<file path="src/rtl/multi_clk_div_pkg.sv">
// Shared constants and helpers for the multi-channel clock divider.
// Rate constants are divisor values for a 100 MHz system clock.
package multi_clk_div_pkg;

  localparam int unsigned DIV_W_DEF    = 29;
  localparam int unsigned DIV_INIT_DEF = 100_000_000;
  localparam int unsigned CLK_HZ_DEF   = 100_000_000;

  // Divisor values for common game/scan/debug rates: clk_hz/(2*hz)-1
  localparam int unsigned RATE_DIV_0P5HZ = 99_999_999;
  localparam int unsigned RATE_DIV_1HZ   = 49_999_999;
  localparam int unsigned RATE_DIV_2HZ   = 24_999_999;
  localparam int unsigned RATE_DIV_5HZ   = 9_999_999;
  localparam int unsigned RATE_DIV_10HZ  = 4_999_999;
  localparam int unsigned RATE_DIV_20HZ  = 2_499_999;
  localparam int unsigned RATE_DIV_50HZ  = 999_999;
  localparam int unsigned RATE_DIV_100HZ = 499_999;

  function automatic logic [DIV_W_DEF-1:0] rate_to_div(input longint unsigned hz,
                                                       input longint unsigned clk_hz);
    return DIV_W_DEF'(clk_hz / (64'd2 * hz) - 64'd1);
  endfunction

endpackage

</file>
<file path="src/rtl/clk_div_chan.sv">
// One divider channel: counter, active/pending divisor, glitch-free toggle and tick.
// Optional phase-alignment input enabled by MULTI_CLK_DIV_SYNC_EN.
module clk_div_chan
  import multi_clk_div_pkg::*;
#(
  parameter int unsigned DIV_W    = DIV_W_DEF,
  parameter int unsigned DIV_INIT = DIV_INIT_DEF
) (
  input  logic             i_clk,
  input  logic             i_rst_n,
`ifdef MULTI_CLK_DIV_SYNC_EN
  input  logic             i_sync,
`endif
  input  logic             i_en,
  input  logic             i_load,
  input  logic [DIV_W-1:0] i_div,
  output logic             o_clk_out,
  output logic             o_tick,
  output logic             o_busy
);

  logic [DIV_W-1:0] r_cnt, r_div, r_pend;
  logic             r_clk_out, r_tick, r_busy;

  logic [DIV_W-1:0] w_cnt_nxt, w_div_nxt, w_pend_nxt;
  logic             w_clk_nxt, w_tick_nxt, w_busy_nxt;
  logic             w_term;
  logic             w_sync;

`ifdef MULTI_CLK_DIV_SYNC_EN
  assign w_sync = i_sync;
`else
  assign w_sync = 1'b0;
`endif

  assign w_term = (r_cnt == r_div);

  // Next state; a new divisor is only adopted at the falling edge ending a period
  always_comb begin
    w_cnt_nxt  = r_cnt;
    w_div_nxt  = r_div;
    w_pend_nxt = r_pend;
    w_clk_nxt  = r_clk_out;
    w_tick_nxt = 1'b0;
    w_busy_nxt = r_busy;

    if (!i_en || w_sync) begin
      w_cnt_nxt  = '0;
      w_clk_nxt  = 1'b0;
      w_div_nxt  = r_pend;
      w_busy_nxt = 1'b0;
    end else if (w_term) begin
      w_cnt_nxt  = '0;
      w_clk_nxt  = ~r_clk_out;
      w_tick_nxt = ~r_clk_out;
      if (r_clk_out) begin
        w_div_nxt  = r_pend;
        w_busy_nxt = 1'b0;
      end
    end else begin
      w_cnt_nxt = r_cnt + DIV_W'(1);
    end

    // A load landing on an apply cycle becomes the next pending value
    if (i_load) begin
      w_pend_nxt = i_div;
      w_busy_nxt = 1'b1;
    end
  end

  always_ff @(posedge i_clk or negedge i_rst_n) begin
    if (!i_rst_n) begin
      r_cnt     <= '0;
      r_div     <= DIV_W'(DIV_INIT);
      r_pend    <= DIV_W'(DIV_INIT);
      r_clk_out <= 1'b0;
      r_tick    <= 1'b0;
      r_busy    <= 1'b0;
    end else begin
      r_cnt     <= w_cnt_nxt;
      r_div     <= w_div_nxt;
      r_pend    <= w_pend_nxt;
      r_clk_out <= w_clk_nxt;
      r_tick    <= w_tick_nxt;
      r_busy    <= w_busy_nxt;
    end
  end

  assign o_clk_out = r_clk_out;
  assign o_tick    = r_tick;
  assign o_busy    = r_busy;

endmodule

</file>
<file path="src/rtl/multi_clk_div.sv">
// NUM_CH independent programmable clock dividers sharing one system clock.
// Define MULTI_CLK_DIV_SYNC_EN to add the i_sync phase-alignment input.
module multi_clk_div
  import multi_clk_div_pkg::*;
#(
  parameter int unsigned NUM_CH   = 4,
  parameter int unsigned DIV_W    = DIV_W_DEF,
  parameter int unsigned DIV_INIT = DIV_INIT_DEF
) (
  input  logic                    i_clk,
  input  logic                    i_rst_n,
`ifdef MULTI_CLK_DIV_SYNC_EN
  input  logic                    i_sync,
`endif
  input  logic [NUM_CH-1:0]       i_en,
  input  logic [NUM_CH-1:0]       i_load,
  input  logic [NUM_CH*DIV_W-1:0] i_div_in,
  output logic [NUM_CH-1:0]       o_clk_out,
  output logic [NUM_CH-1:0]       o_tick,
  output logic [NUM_CH-1:0]       o_busy
);

  for (genvar g = 0; g < NUM_CH; g++) begin : g_ch
    clk_div_chan #(
      .DIV_W    (DIV_W),
      .DIV_INIT (DIV_INIT)
    ) u_chan (
      .i_clk     (i_clk),
      .i_rst_n   (i_rst_n),
`ifdef MULTI_CLK_DIV_SYNC_EN
      .i_sync    (i_sync),
`endif
      .i_en      (i_en[g]),
      .i_load    (i_load[g]),
      .i_div     (i_div_in[g*DIV_W +: DIV_W]),
      .o_clk_out (o_clk_out[g]),
      .o_tick    (o_tick[g]),
      .o_busy    (o_busy[g])
    );
  end

endmodule

</file>
<file path="config.mk">
export PLATFORM = sky130hd
export DESIGN_NAME = multi_clk_div
export DESIGN_NICKNAME = d
export VERILOG_FILES = /design/src/rtl/multi_clk_div_pkg.sv /design/src/rtl/clk_div_chan.sv /design/src/rtl/multi_clk_div.sv
export SDC_FILE = /design/constraint.sdc
export NUM_CORES = 1
export LEC_CHECK = 0
export ABC_AREA = 1
export ABC_CLOCK_PERIOD_IN_PS = 2650
export CORE_MARGIN = 2
export CORE_UTILIZATION = 50
export CTS_CLUSTER_DIAMETER = 40
export DETAILED_ROUTE_END_ITERATION = 10
export PLACE_DENSITY_LB_ADDON = 0.1
export SLEW_MARGIN = 20
export SYNTH_ARGS = -nofsm -noshare
export SYNTH_HDL_FRONTEND = slang
export SYNTH_SLANG_ARGS = --single-unit
</file>
<file path="constraint.sdc">
create_clock -name i_clk -period 2.65 [get_ports i_clk]
set_input_delay 0.53 -clock i_clk [delete_from_list [all_inputs] [get_ports i_clk]]
set_output_delay 0.53 -clock i_clk [all_outputs]
set_load 0.1 [all_outputs]
</file>
### Word-level counts from Yosys, hierarchy flattened

Cells that the tools add are included.

* register bits after elaboration: 360
* input port bits: 126
* output and inout port bits: 12
* logic and storage cells: 112

* add/subtract/negate cells: 4
* equality and inequality tests: 20
* mux-type cells: 52
* bitwise logic cells: 4
* reduce and logical (&&, ||, !) cells: 8

Operator list (count)
* 2-to-1 mux 29 bit: 20
* adder 29 x 1 -> 29 bit (second input constant): 4
* equality test 29 bit: 4
* 2-to-1 mux 1 bit: 32
* != test 3 x 1 -> 1 bit (second input constant): 8
* != test 2 x 1 -> 1 bit (second input constant): 8
* AND reduction 2 bit: 8
* inverter 1 bit: 4

### Longest topological paths before layout

Gate-level depths: netlist of the first run.

* depth in word-level cells: 4
* depth in mapped cells: 13
* depth with buffers taken out: 12

### Modules after synthesis

From an unflattened synthesis of the first run, not the netlist that was laid out.

* cells, all modules: 2304
* area, all modules: 18092.4 um^2

By module, submodules not included
* clk_div_chan: instances 4, cells an instance 576, area an instance 4523.1 um^2, seq. area each 2282.2 um^2

### Worst setup path after synthesis of the first run

OpenSTA, ideal clock, no wires.

* path type: reg2reg
* start point: register g_ch[2].u_chan.r_div[26]
* end point: register g_ch[2].u_chan.r_cnt[3]
* setup time: 0.120 ns
* arrival: 1.439 ns
* data required time: 2.530 ns
* setup slack: 1.092 ns
* cell stages (with the launch flop): 12
* buffers on the path: 2
* period minus slack after synthesis: 1.558 ns
* cell sequence: dfstp_2 inv_1 nand2_1 nand2_1 nor2_1 nand3_1 nor2_2 nand2_4 nand2_4 buf_12 buf_4 nor2_1

* longest elaborated chain between the ends: 3

Ends and longest elaborated chain
* start, declared: line clk_div_chan.sv:22 `logic [DIV_W-1:0] r_cnt, r_div, r_pend;`
* start signal, assigned: line clk_div_chan.sv:74 `r_div <= DIV_W'(DIV_INIT);`
* start signal, assigned: line clk_div_chan.sv:81 `r_div <= w_div_nxt;`
* equality test 29 bit: line clk_div_chan.sv:36 `assign w_term = (r_cnt == r_div);`
* 2-to-1 mux 29 bit: line clk_div_chan.sv:52 `end else if (w_term) begin`
* 2-to-1 mux 29 bit: line clk_div_chan.sv:47 `if (!i_en || w_sync) begin`
* net g_ch[2].u_chan.w_cnt_nxt[3]: line clk_div_chan.sv:25 `logic [DIV_W-1:0] w_cnt_nxt, w_div_nxt, w_pend_nxt;`
* end signal, assigned: line clk_div_chan.sv:80 `r_cnt <= w_cnt_nxt;`
* end, declared: line clk_div_chan.sv:22

The timed path passes the listed nets, and every way through them passes these cells.
A chain may end at the register's enable or synchronous reset.

### Final worst setup path of the first run

* start point: register g_ch[0].u_chan.r_div[13]
* end point: register g_ch[0].u_chan.r_div[11]

* longest elaborated chain between the ends: 3

Ends and longest elaborated chain (line)
* start, declared: clk_div_chan.sv:22
* start signal, assigned: clk_div_chan.sv:74
* start signal, assigned: clk_div_chan.sv:81
* equality test 29 bit: clk_div_chan.sv:36
* != test 2 x 1 -> 1 bit (no source line)
* AND reduction 2 bit (no source line)

Every way passes these cells.

==> run metrics, run 1 <==
Arrival @ worst endpoint=roughly 2.7 ns; Slew Limit Fails=0; DRT Wirelength=between 40 and 50 mm; Synth Area in XOR/XNOR=about 7%; Mapped Cells=roughly 2200; commonest non-fill, non-tap cells in the layout=nand2_1 (736), nand3_1 (282), dfrtp_1 (264), nor2_1 (249), inv_1 (141); Critical R2R Launch=g_ch[0].u_chan.r_div[13]; ys async rst share=100%; EDFF count, synth=0; CTS Buf Count=between 50 and 60; syn_area_per_cell=8.07 um2; total clock sinks=360; GP Congestion=roughly 0.92; Flop pwr share=around two fifths; capture point of the worst reg-to-reg path=g_ch[0].u_chan.r_div[11]; clock share of power=roughly 50%; Yosys reg bits=360; Die Wd=around 190 um; first drt pass iteration count=5; P_leak=roughly 0.01 uW; nets@finish=between 2000 and 2500; RSZ-0062 raised after global routing=false; P_sw=~3800 uW; Pint=11100 uW; ys flop type=dfrtp_1; # fillers=3197; number of antenna violations at the first check in global routing=0; critical path endpoint=g_ch[0].u_chan.r_div[11]; Initial Util=about half; total global routing overflow=0; commonest non-fill, non-tap cell in the layout=nand2_1; postcts setup bufs=0; H-tree Lvls=2; largest family of logic cells by synthesized area=simple AND/OR/NAND/NOR gates; Cell Area, Synth=between 0.015 and 0.02 mm2; mux cell area share after synthesis=0%; die area=roughly 0.037 mm2; Worst Setup SP=g_ch[0].u_chan.r_div[13]; Area contributors post-synth=dfrtp_1 (37%), nand2_1 (15%), dfstp_2 (14%); Worst-Margin Slew=approximately 1.1 ns; CP required=around 3.2 ns; Clock Latency Late Sink=around 0.60 ns; row count=69; Core Util, Final=about 61%; Via density=~5; GRT Overall Usage=between 20% and 30%; residual DRC count=0; Die H=193 um; combinational power share=a little under 9%; number of synthesis warnings=0; total of max-cap violations=0; startpoint types=flop; Rel. slew slack=about 28%; CP Capture Type=flop; Hold Vio Cnt, Final=0; sw frac=25.6%; setup_tns=0 ns; Netlist cell types=35; Iter 0 DRT Violations=around 820; CTS root buf=clkbuf_16; clk slew on worst S/H paths=0.06 ns; vias in the first global route=approximately 15000; Hold Path Class=in -> reg; Net Count, Synth=~2400; ANT nets after route=0; Compound-Gate Fraction of Synth Area=1.12%; CP Max Fanout=35; worst r2r path cells=10; antenna cells=0; area leader, netlist=dfrtp_1; # setup viols final=0; via count=approximately 15000; adder-cell share of the synthesized area=less than 1%; R2R setup slack=about 0.53 ns; IO Pins=~140; first-pass GRT wire length=approximately 73 mm; proportion of layout cells with a drive suffix above 1=12.0%; Pwr Density=694 mW/mm2; kind of critical path=reg -> reg; Tcrit/Tclk final=between 80% and 90%; largest net degree at the start of global routing=between 60 and 70; HPWL after DPL=a little under 30 mm; Synth top area share=approximately 37%; outcome=finished, final reports clean; Final Skew=around 0.016 ns; sequential share of the synthesized area=50.9%; port bufs=approximately 140; Hold Startpoint=i_div_in[73]; CTS tree=built; CTS max path bufs=3; fmax=between 0.4 and 0.5 GHz; Post-Synth Simple-Gate Area=between 30% and 40%; peak supply drop=0.673 mV; WL per Instance=about 15 um; layout overhead on the synthesized area=20.0%; Min Clock Period, post-route=between 2 and 2.5 ns; total core area=between 0.03 and 0.04 mm2
==> cell families (layout without fill, tap and decap cells) <==
logic type      Yosys count  after routing
buf+inv                 249            422
flops                   360            360
fa+ha+maj                 4              4
xor+xnor                143            143
compound gates           38             38
simple gates           1429           1429
==> worst max-delay path, stage by stage (launching register included) <==
cell and delay, ns:
dfstp_2 0.54, xnor2_1 0.12, nand2_1 0.07, nor2_1 0.18
nand2_1 0.09, nor2_1 0.16, nand2_2 0.17, nand2_4 0.26
buf_12 0.24, nand3_1 0.10, nand2_1 0.10
==> Yosys cell counts, drive strengths merged, types with 3 or more instances <==
cell / number
nand2: 745
ha: 4
nor3b: 7
a31oi: 5
clkbuf: 47
dfstp: 96
a21oi: 21
dfrtp: 264
nand4: 26
and2: 3
nor2: 259
nand3: 304
nand3b: 6
xor2: 57
o21ai: 10
inv: 146
xnor2: 86
buf: 55
nor3: 78
==> state kept, by name, indices dropped and copies added (netlist names) <==
signal / flops
g_ch.u_chan.r_cnt: 116
g_ch.u_chan.o_clk_out: 4
g_ch.u_chan.r_div: 116
g_ch.u_chan.o_tick: 4
g_ch.u_chan.o_busy: 4
g_ch.u_chan.r_pend: 116
==> layout make-up <==
| cell class | count | area [um2] | share of cell area, % |
|---|---|---|---|
| Sequential cell | 360 | 9130 | 42.4 |
| Multi-Input combinational cell | 1614 | 7660 | 35.6 |
| Timing Repair Buffer | 171 | 1690 | 7.86 |
| Clock buffer | 65 | 1450 | 6.75 |
| Tap cell | 461 | 577 | 2.68 |
| Inverter | 147 | 552 | 2.56 |
| Clock inverter | 39 | 460 | 2.14 |
==> power groups by stage <==
| stage | clock (uW) | combinational (uW) | sequential [uW] |
|---|---|---|---|
| 2_1_floorplan | 0 | 853 | 6220 |
| 3_3_place_gp | 0 | 1290 | 6300 |
| 3_5_place_dp | 0 | 1320 | 6310 |
| 4_1_cts | 7590 | 1330 | 6220 |
| 5_1_grt | 7850 | 1490 | 6270 |
| 6_report | 7420 | 1300 | 6220 |
==> worst min path at each step <==
stage / to / slack, ns / depth (start not counted)
after floorplan: g_ch[0].u_chan.o_busy / 0.23 / 0
after global placement: g_ch[2].u_chan.r_pend[26] / 0.45 / 2
after detailed placement: g_ch[3].u_chan.r_pend[23] / 0.45 / 2
after CTS: g_ch[2].u_chan.r_pend[14] / 0.41 / 3
after global routing: g_ch[0].u_chan.r_pend[13] / 0.42 / 3
final: g_ch[2].u_chan.r_pend[15] / 0.44 / 3
==> per-layer routing <==
metal	part of all wire, %	vias up	GRT usage, %
met1	48	6869	33.6
li1	-	7304	-
met5	0	-	0
met2	46	285	36.5
met4	2.0	0	7.77
met3	4.2	62	3.50
==> metrics by stage <==
| step | instance area, um2 | total power [uW] | setup slack [ns] | std cells | hold slack (ns) |
|---|---|---|---|---|---|
| after floorplan | 17900 | 7080 | 1.09 | 2223 | 0.234 |
| after global placement | 19600 | 7590 | 0.435 | 2752 | 0.455 |
| after detailed placement | 19600 | 7620 | 0.313 | 2752 | 0.454 |
| after CTS | 21500 | 15100 | 0.528 | 2857 | 0.406 |
| after global routing | 21500 | 15600 | 0.265 | 2857 | 0.423 |
| final | 21500 | 14900 | 0.528 | 2857 | 0.440 |
==> repair_timing <==
item / CTS / global route
endpoints found under the hold margin: 44 / 0
gates resized for setup: 0 / 0
setup endpoints to repair: 0 / 0
hold buffers: 1 / 0
Power figures use the tool's default switching activity.
==> run 2, diff against run 1 <==
Settings changed: ABC_CLOCK_PERIOD_IN_PS 2650 to 1800.
Clock period 2.65 ns to 1.8 ns, I/O delays scaled along.
==> run 2 against run 1 <==
  * Routed wire length increased by 5.8%
  * Count of clock-buffer cells in the layout did not move
  * Setup slack lost 0.50 ns
  * Utilization rose by 3.9 points
  * Sequential power up 47%
  * Combinational power rose by 66%
  * Critical path type unchanged
  * Largest power group unchanged
  * Highest routed layer unchanged
==> run metrics, run 2 (synthesized netlist as in run 1, its figures left out) <==
outcome=finished, final reports clean; worst r2r path cells=12 (+2); R2R setup slack=0.03 ns (-0.50 ns); pre-CTS setup slack=-0.0366 ns (-0.349 ns); clk slew on worst S/H paths=0.06 ns (about the same); fmax=0.565 GHz (+20%); Crit path depth=12 (+2); setup ws final=0.0300 ns (-0.498 ns); nets@finish=2569 (+3.6%); CP Capture Type=flop; Hold Vio Cnt, Final=0 (unchanged); Worst Setup SP=g_ch[0].u_chan.r_div[24]; die area=0.0374 mm2 (unchanged); Hold Path Class=in -> async; DRT Wirelength=44.9 mm (+5.8%); residual DRC count=0 (unchanged); total core area=0.0355 mm2 (unchanged); worst path cell trace=inv_1 > nand2_1 > nand2_1 > inv_1 > nand2_1 > nor2_2 > nand2_2 > nor2_4 > nand2_2 > nand2_4 > buf_4 > nor3_1; Clock Latency Late Sink=0.60 ns (about the same); Top delay family on crit path=simple AND/OR/NAND/NOR gates; Min Clock Period, post-route=1.77 ns (-0.352 ns); Rel. slew slack=72.5% (+44 points); total clock sinks=360 (unchanged); Pwr Density=982 mW/mm2 (+42%); IO Pins=138 (unchanged); RSZ-0062 raised after global routing=true; kind of critical path=reg -> reg; Die H=193 um (unchanged); CTS tree=built; total global routing overflow=0 (unchanged); largest net degree at the start of global routing=64 (-4.5%); HPWL after DPL=31.1 mm (+5.0%); Die Wd=193 um (unchanged); GP Congestion=0.897 (-2.0%); first-pass GRT wire length=74.2 mm (+1.7%); startpoint types=flop; CTS root buf=clkbuf_16; H-tree Lvls=2 (unchanged); Critical-path top delay cell=dfstp_2; Iter 0 DRT Violations=692 (-15%); row count=69 (unchanged); peak supply drop=1.39 mV (+110%); Final Power=22500 uW (+51%); capture point of the worst reg-to-reg path=g_ch[0].u_chan.r_cnt[9]; antenna cells=0 (unchanged); area of the multi-input gates=0.00791 mm2 (+3.2%); register area=0.00915 mm2 (+0.22%); layout overhead on the synthesized area=27.8%; # setup viols final=0 (unchanged); critical path endpoint=g_ch[0].u_chan.r_cnt[9]; port bufs=137 (unchanged); Crit path buffers/inverters=3 (+2); GRT Overall Usage=23.9% (+0.51 points); number of antenna violations at the first check in global routing=0 (unchanged); Largest regs=g_ch.u_chan.r_cnt x116, g_ch.u_chan.r_div x116, g_ch.u_chan.r_pend x116; setup_tns=0 ns (unchanged); Hold Slack=0.250 ns (-0.189 ns); Final Skew=0.0198 ns (+0.00335 ns); proportion of layout cells with a drive suffix above 1=17.5% (+5.4 points); most used cell along the critical path=nand2_1; Initial Util=50.6% (unchanged); CTS Buf Count=55 (unchanged); WL per Instance=15.2 um (+2.6%); first drt pass iteration count=5 (unchanged); Via density=5.10 (+0.34%); Critical R2R Launch=g_ch[0].u_chan.r_div[24]; CP Max Fanout=12 (-66%); CP required=2.28 ns (-0.90 ns); vias in the first global route=14727 (+1.1%); via count=15029 (+3.5%); Worst-Margin Slew=0.410 ns (-0.667 ns); Tcrit/Tclk final=98.3% (+18 points); CTS max path bufs=3 (unchanged); Arrival @ worst endpoint=2.25 ns (-0.40 ns); commonest non-fill, non-tap cells in the layout=nand2_1 (733), nand3_1 (271), dfrtp_1 (248), nor2_1 (238), inv_1 (139); ANT nets after route=0 (unchanged); slowest cell delay on critical path=0.56 ns (+0.02 ns); # fillers=3065 (-4.1%); P_leak=0.0105 uW (+6.3%); total of max-cap violations=0 (unchanged); Slew Limit Fails=0 (unchanged); commonest non-fill, non-tap cell in the layout=nand2_1
run 2: changes by cell type in the layout (fill, tap and decap cells not counted), sizes merged:
cell | before | now
buf | 46 | 129
clkbuf | 65 | 71
bufinv | 6 | 8
inv | 162 | 160
clkinv | 13 | 12
clkinvlp | 5 | 6
nand2 | 745 | 746
run 2: worst min-delay path by stage:
stage / start / end / slack (ns) / cells after the start
floorplan: i_rst_n / g_ch[0].u_chan.o_busy / 0.06 / 0
global route: i_rst_n / g_ch[1].u_chan.r_cnt[17] / 0.27 / 2
finish: i_rst_n / g_ch[1].u_chan.r_div[17] / 0.25 / 2
global placement: i_rst_n / g_ch[1].u_chan.r_div[17] / 0.27 / 1
detailed placement: i_rst_n / g_ch[1].u_chan.r_div[17] / 0.27 / 1
CTS: i_rst_n / g_ch[1].u_chan.r_cnt[17] / 0.23 / 2
run 2: metrics by stage:
| step | instances | utilization [%] | instance area [um2] |
|---|---|---|---|
| final | 2947 | 64.6 | 22900 |
| after global placement | 2823 | 57.6 | 20400 |
| after CTS | 2928 | 63.1 | 22400 |
| after global routing | 2947 | 64.6 | 22900 |
| after floorplan | 2223 | - | 17900 |
| after detailed placement | 2823 | 57.6 | 20400 |
run 2: report_power, final:
part	internal [uW]	switching [uW]	total [uW]	leakage (uW)
Sequential	8770	400	9170	0.00446
Combinational	986	1180	2160	0.00510
Clock	7030	4150	11200	0.000940
run 2: metal layers:
metal / part of all wire [%] / routed length, um / vias up / track usage (%)
met1: 47 / 21000 / 7170 / 34.0
met3: 4.5 / 2000 / 54 / 3.36
li1: - / - / 7477 / -
met5: 0 / 0 / - / 0
met4: 1.5 / 675 / 0 / 6.33
met2: 47 / 21300 / 328 / 38.6
run 2: what timing repair did:
item	4_1_cts	5_1_grt
setup endpoints to repair	20	217
endpoints found under the hold margin	53	0
resized for setup	4	70
hold buffers	1	0
setup buffers	0	10
pin swaps	0	23
gates cloned	0	9
run 2: worst register-to-register path: stages (launching register included):
cell     delay (ns)
dfstp_2        0.56
inv_1          0.04
nand2_1        0.05
nand2_1        0.06
inv_1          0.06
nand2_1        0.06
nor2_2         0.12
nand2_2        0.09
nor2_4         0.12
nand2_2        0.10
nand2_4        0.12
buf_4          0.22
nor3_1         0.08
run 2: final cells by class:
class / instances / area share (%)
well taps: 461 / 2.52
flip-flops and latches: 360 / 39.9
clock inverters: 39 / 2.13
multi-input cells: 1615 / 34.5
inverters: 147 / 2.41
repair buffers: 260 / 12.2
clock buffers: 65 / 6.34
==> run 3, diff against run 2 <==
Settings changed: CTS_BUF_LIST set to sky130_fd_sc_hd__clkbuf_8, GPL_TIMING_DRIVEN set to 0.
==> run 3 against run 2 <==
  * The flow now finishes with violations (setup timing)
  * First-iteration DRC count is 11% higher
  * Via count is 1.7% higher
  * Clock skew is 0.0045 ns higher
  * Die area stayed put
  * Final cell count is 1.4% higher
  * Clock power is 27% lower
  * Routed wire length is 1.8% higher
  * Fmax is 3.9% lower
  * Design area is 0.80% higher
  * Worst hold slack worse by 0.083 ns
==> run metrics, run 3 (synthesized netlist as in run 1, its figures left out) <==
CP Max Fanout=7 (-5); proportion of layout cells with a drive suffix above 1=21.3% (+3.8 points); CTS tree=built; met1 usage=33.3% (-0.75 points); CTS Buf Count=67 (+22%); die area=0.0374 mm2 (unchanged); Iter 0 DRT Violations=771 (+11%); number of antenna violations at the first check in global routing=0 (unchanged); total clock sinks=360 (unchanged); Hold Startpoint=i_en[2]; clk slew on worst S/H paths=0.06 ns (about the same); dpl cell area=0.0199 mm2 (-2.4%); Worst Setup SP=g_ch[1].u_chan.r_cnt[5]; Hold Path Class=in -> reg; first drt pass iteration count=6 (+1); CTS root buf=clkbuf_8; largest net degree at the start of global routing=101 (+58%); port bufs=133 (-2.9%); row count=69 (unchanged); HPWL after DPL=31.4 mm (+1.2%); DRT Wirelength=45.7 mm (+1.8%); via count=15285 (+1.7%); GP Congestion=0.885 (-1.4%); Min Clock Period, post-route=1.84 ns (+0.0717 ns); Arrival @ worst endpoint=2.39 ns (+0.14 ns); Die H=193 um (unchanged); setup_tns=-0.679 ns (-0.679 ns); startpoint types=flop; GRT Overall Usage=23.7% (-0.24 points); total of max-cap violations=0 (unchanged); CP required=2.35 ns (+0.07 ns); antenna cells=0 (unchanged); Hold Slack=0.168 ns (-0.0826 ns); CP Capture Type=flop; Hold Vio Cnt, Final=0 (unchanged); H-tree Lvls=3 (+1); Slew Limit Fails=0 (unchanged); IO Pins=138 (unchanged); Die Wd=193 um (unchanged); setup ws final=-0.0417 ns (-0.0717 ns); Critical R2R Launch=g_ch[1].u_chan.r_cnt[5]; total core area=0.0355 mm2 (unchanged); commonest non-fill, non-tap cell in the layout=nand2_1; kind of critical path=reg -> reg; WL per Instance=15.3 um (+0.48%); Pwr Density=855 mW/mm2 (-13%); Tcrit/Tclk final=102% (+4.0 points); layout overhead on the synthesized area=28.8%; outcome=complete, but fails checks; Worst-Margin Slew=0.845 ns (+0.435 ns); failing checks=setup timing; Final Cell Area=0.0231 mm2 (+0.80%); Clock Latency Late Sink=0.62 ns (+0.02 ns); vias in the first global route=14851 (+0.84%); met3 Use GR=4.11% (+0.75 points); nets@finish=2604 (+1.4%); fmax=0.543 GHz (-3.9%); total global routing overflow=0 (unchanged); RSZ-0062 raised after global routing=true; ANT nets after route=0 (unchanged); met2 Use GR=37.5% (-1.1 points); Final Power=19800 uW (-12%); # setup viols final=36 (+36); first-pass GRT wire length=73.2 mm (-1.3%); CTS max path bufs=3 (unchanged); commonest non-fill, non-tap cells in the layout=nand2_1 (712), dfrtp_1 (247), nor2_1 (223), nand3_1 (210), inv_1 (159); Core Util, Final=65.1% (+0.52 points); Rel. slew slack=43.7% (-29 points); peak supply drop=0.724 mV (-48%); Largest regs=g_ch.u_chan.r_cnt x116, g_ch.u_chan.r_div x116, g_ch.u_chan.r_pend x116; GRT busiest layer=met2; Via density=5.12 (+0.34%); Initial Util=50.6% (unchanged); residual DRC count=0 (unchanged); Final Skew=0.0244 ns (+0.00454 ns); P_leak=0.0104 uW (-1.0%)
[run 3: final cells by class]
cell class	instances	area (um2)
inverter	147	552
tap	461	577
fill	3078	12400
buffer	98	733
clock inverter	36	253
clock buffer	85	1170
timing repair buffer	183	2030
multi-input combinational	1617	8640
sequential	360	9150
[run 3: repair_timing]
action | 4_1_cts | 5_1_grt
endpoints found under the setup margin | 187 | 230
hold buffers | 1 | 0
gates cloned | 0 | 19
pin swaps | 5 | 114
resized for setup | 119 | 252
endpoints found under the hold margin | 70 | 0
buffers inserted | 7 | 23
[run 3: through the flow]
step	setup WS, ns	instances
global placement	-15.38	2817
floorplan	0.242	2223
finish	-0.0417	2987
global route	-0.153	2987
detailed placement	-0.297	2820
CTS	0.00387	2949
[run 3: final timing paths]
check,slack [ns],depth (start not counted),to
hold / removal,0.17,3,g_ch[2].u_chan.r_cnt[21]
max in group asynchronous,0.43,3,g_ch[3].u_chan.o_clk_out
setup / recovery,-0.04,10,g_ch[1].u_chan.r_div[18]
min in group asynchronous,0.34,2,g_ch[1].u_chan.r_pend[11]
setup reg to reg,-0.04,10,g_ch[1].u_chan.r_div[18]
hold reg to reg,0.47,2,g_ch[3].u_chan.r_pend[21]
[run 3: critical path, stage by stage, from the launching register on]
cell     delay (ns)
dfrtp_1        0.46
xnor2_1        0.21
nand2_1        0.07
nor2_1         0.11
nand2_1        0.12
nor2_4         0.19
nand2_4        0.14
nand2_8        0.15
buf_8          0.16
nand3_2        0.07
nand2_1        0.09
[run 3: routing by layer]
metal  share of wire [%]  routed length (um)  up-vias
met5                   0                   0        -
met1                  47               21400     7341
met2                  47               21500      326
met3                 4.2                1900       71
met4                 2.1                 962        0
li1                    -                   -     7547
[run 3: power breakdown]
part,switching (uW),internal [uW],total (uW)
combinational,1270,1060,2330
sequential,431,8770,9200
clock,3530,4700,8230
total,5240,14500,19800
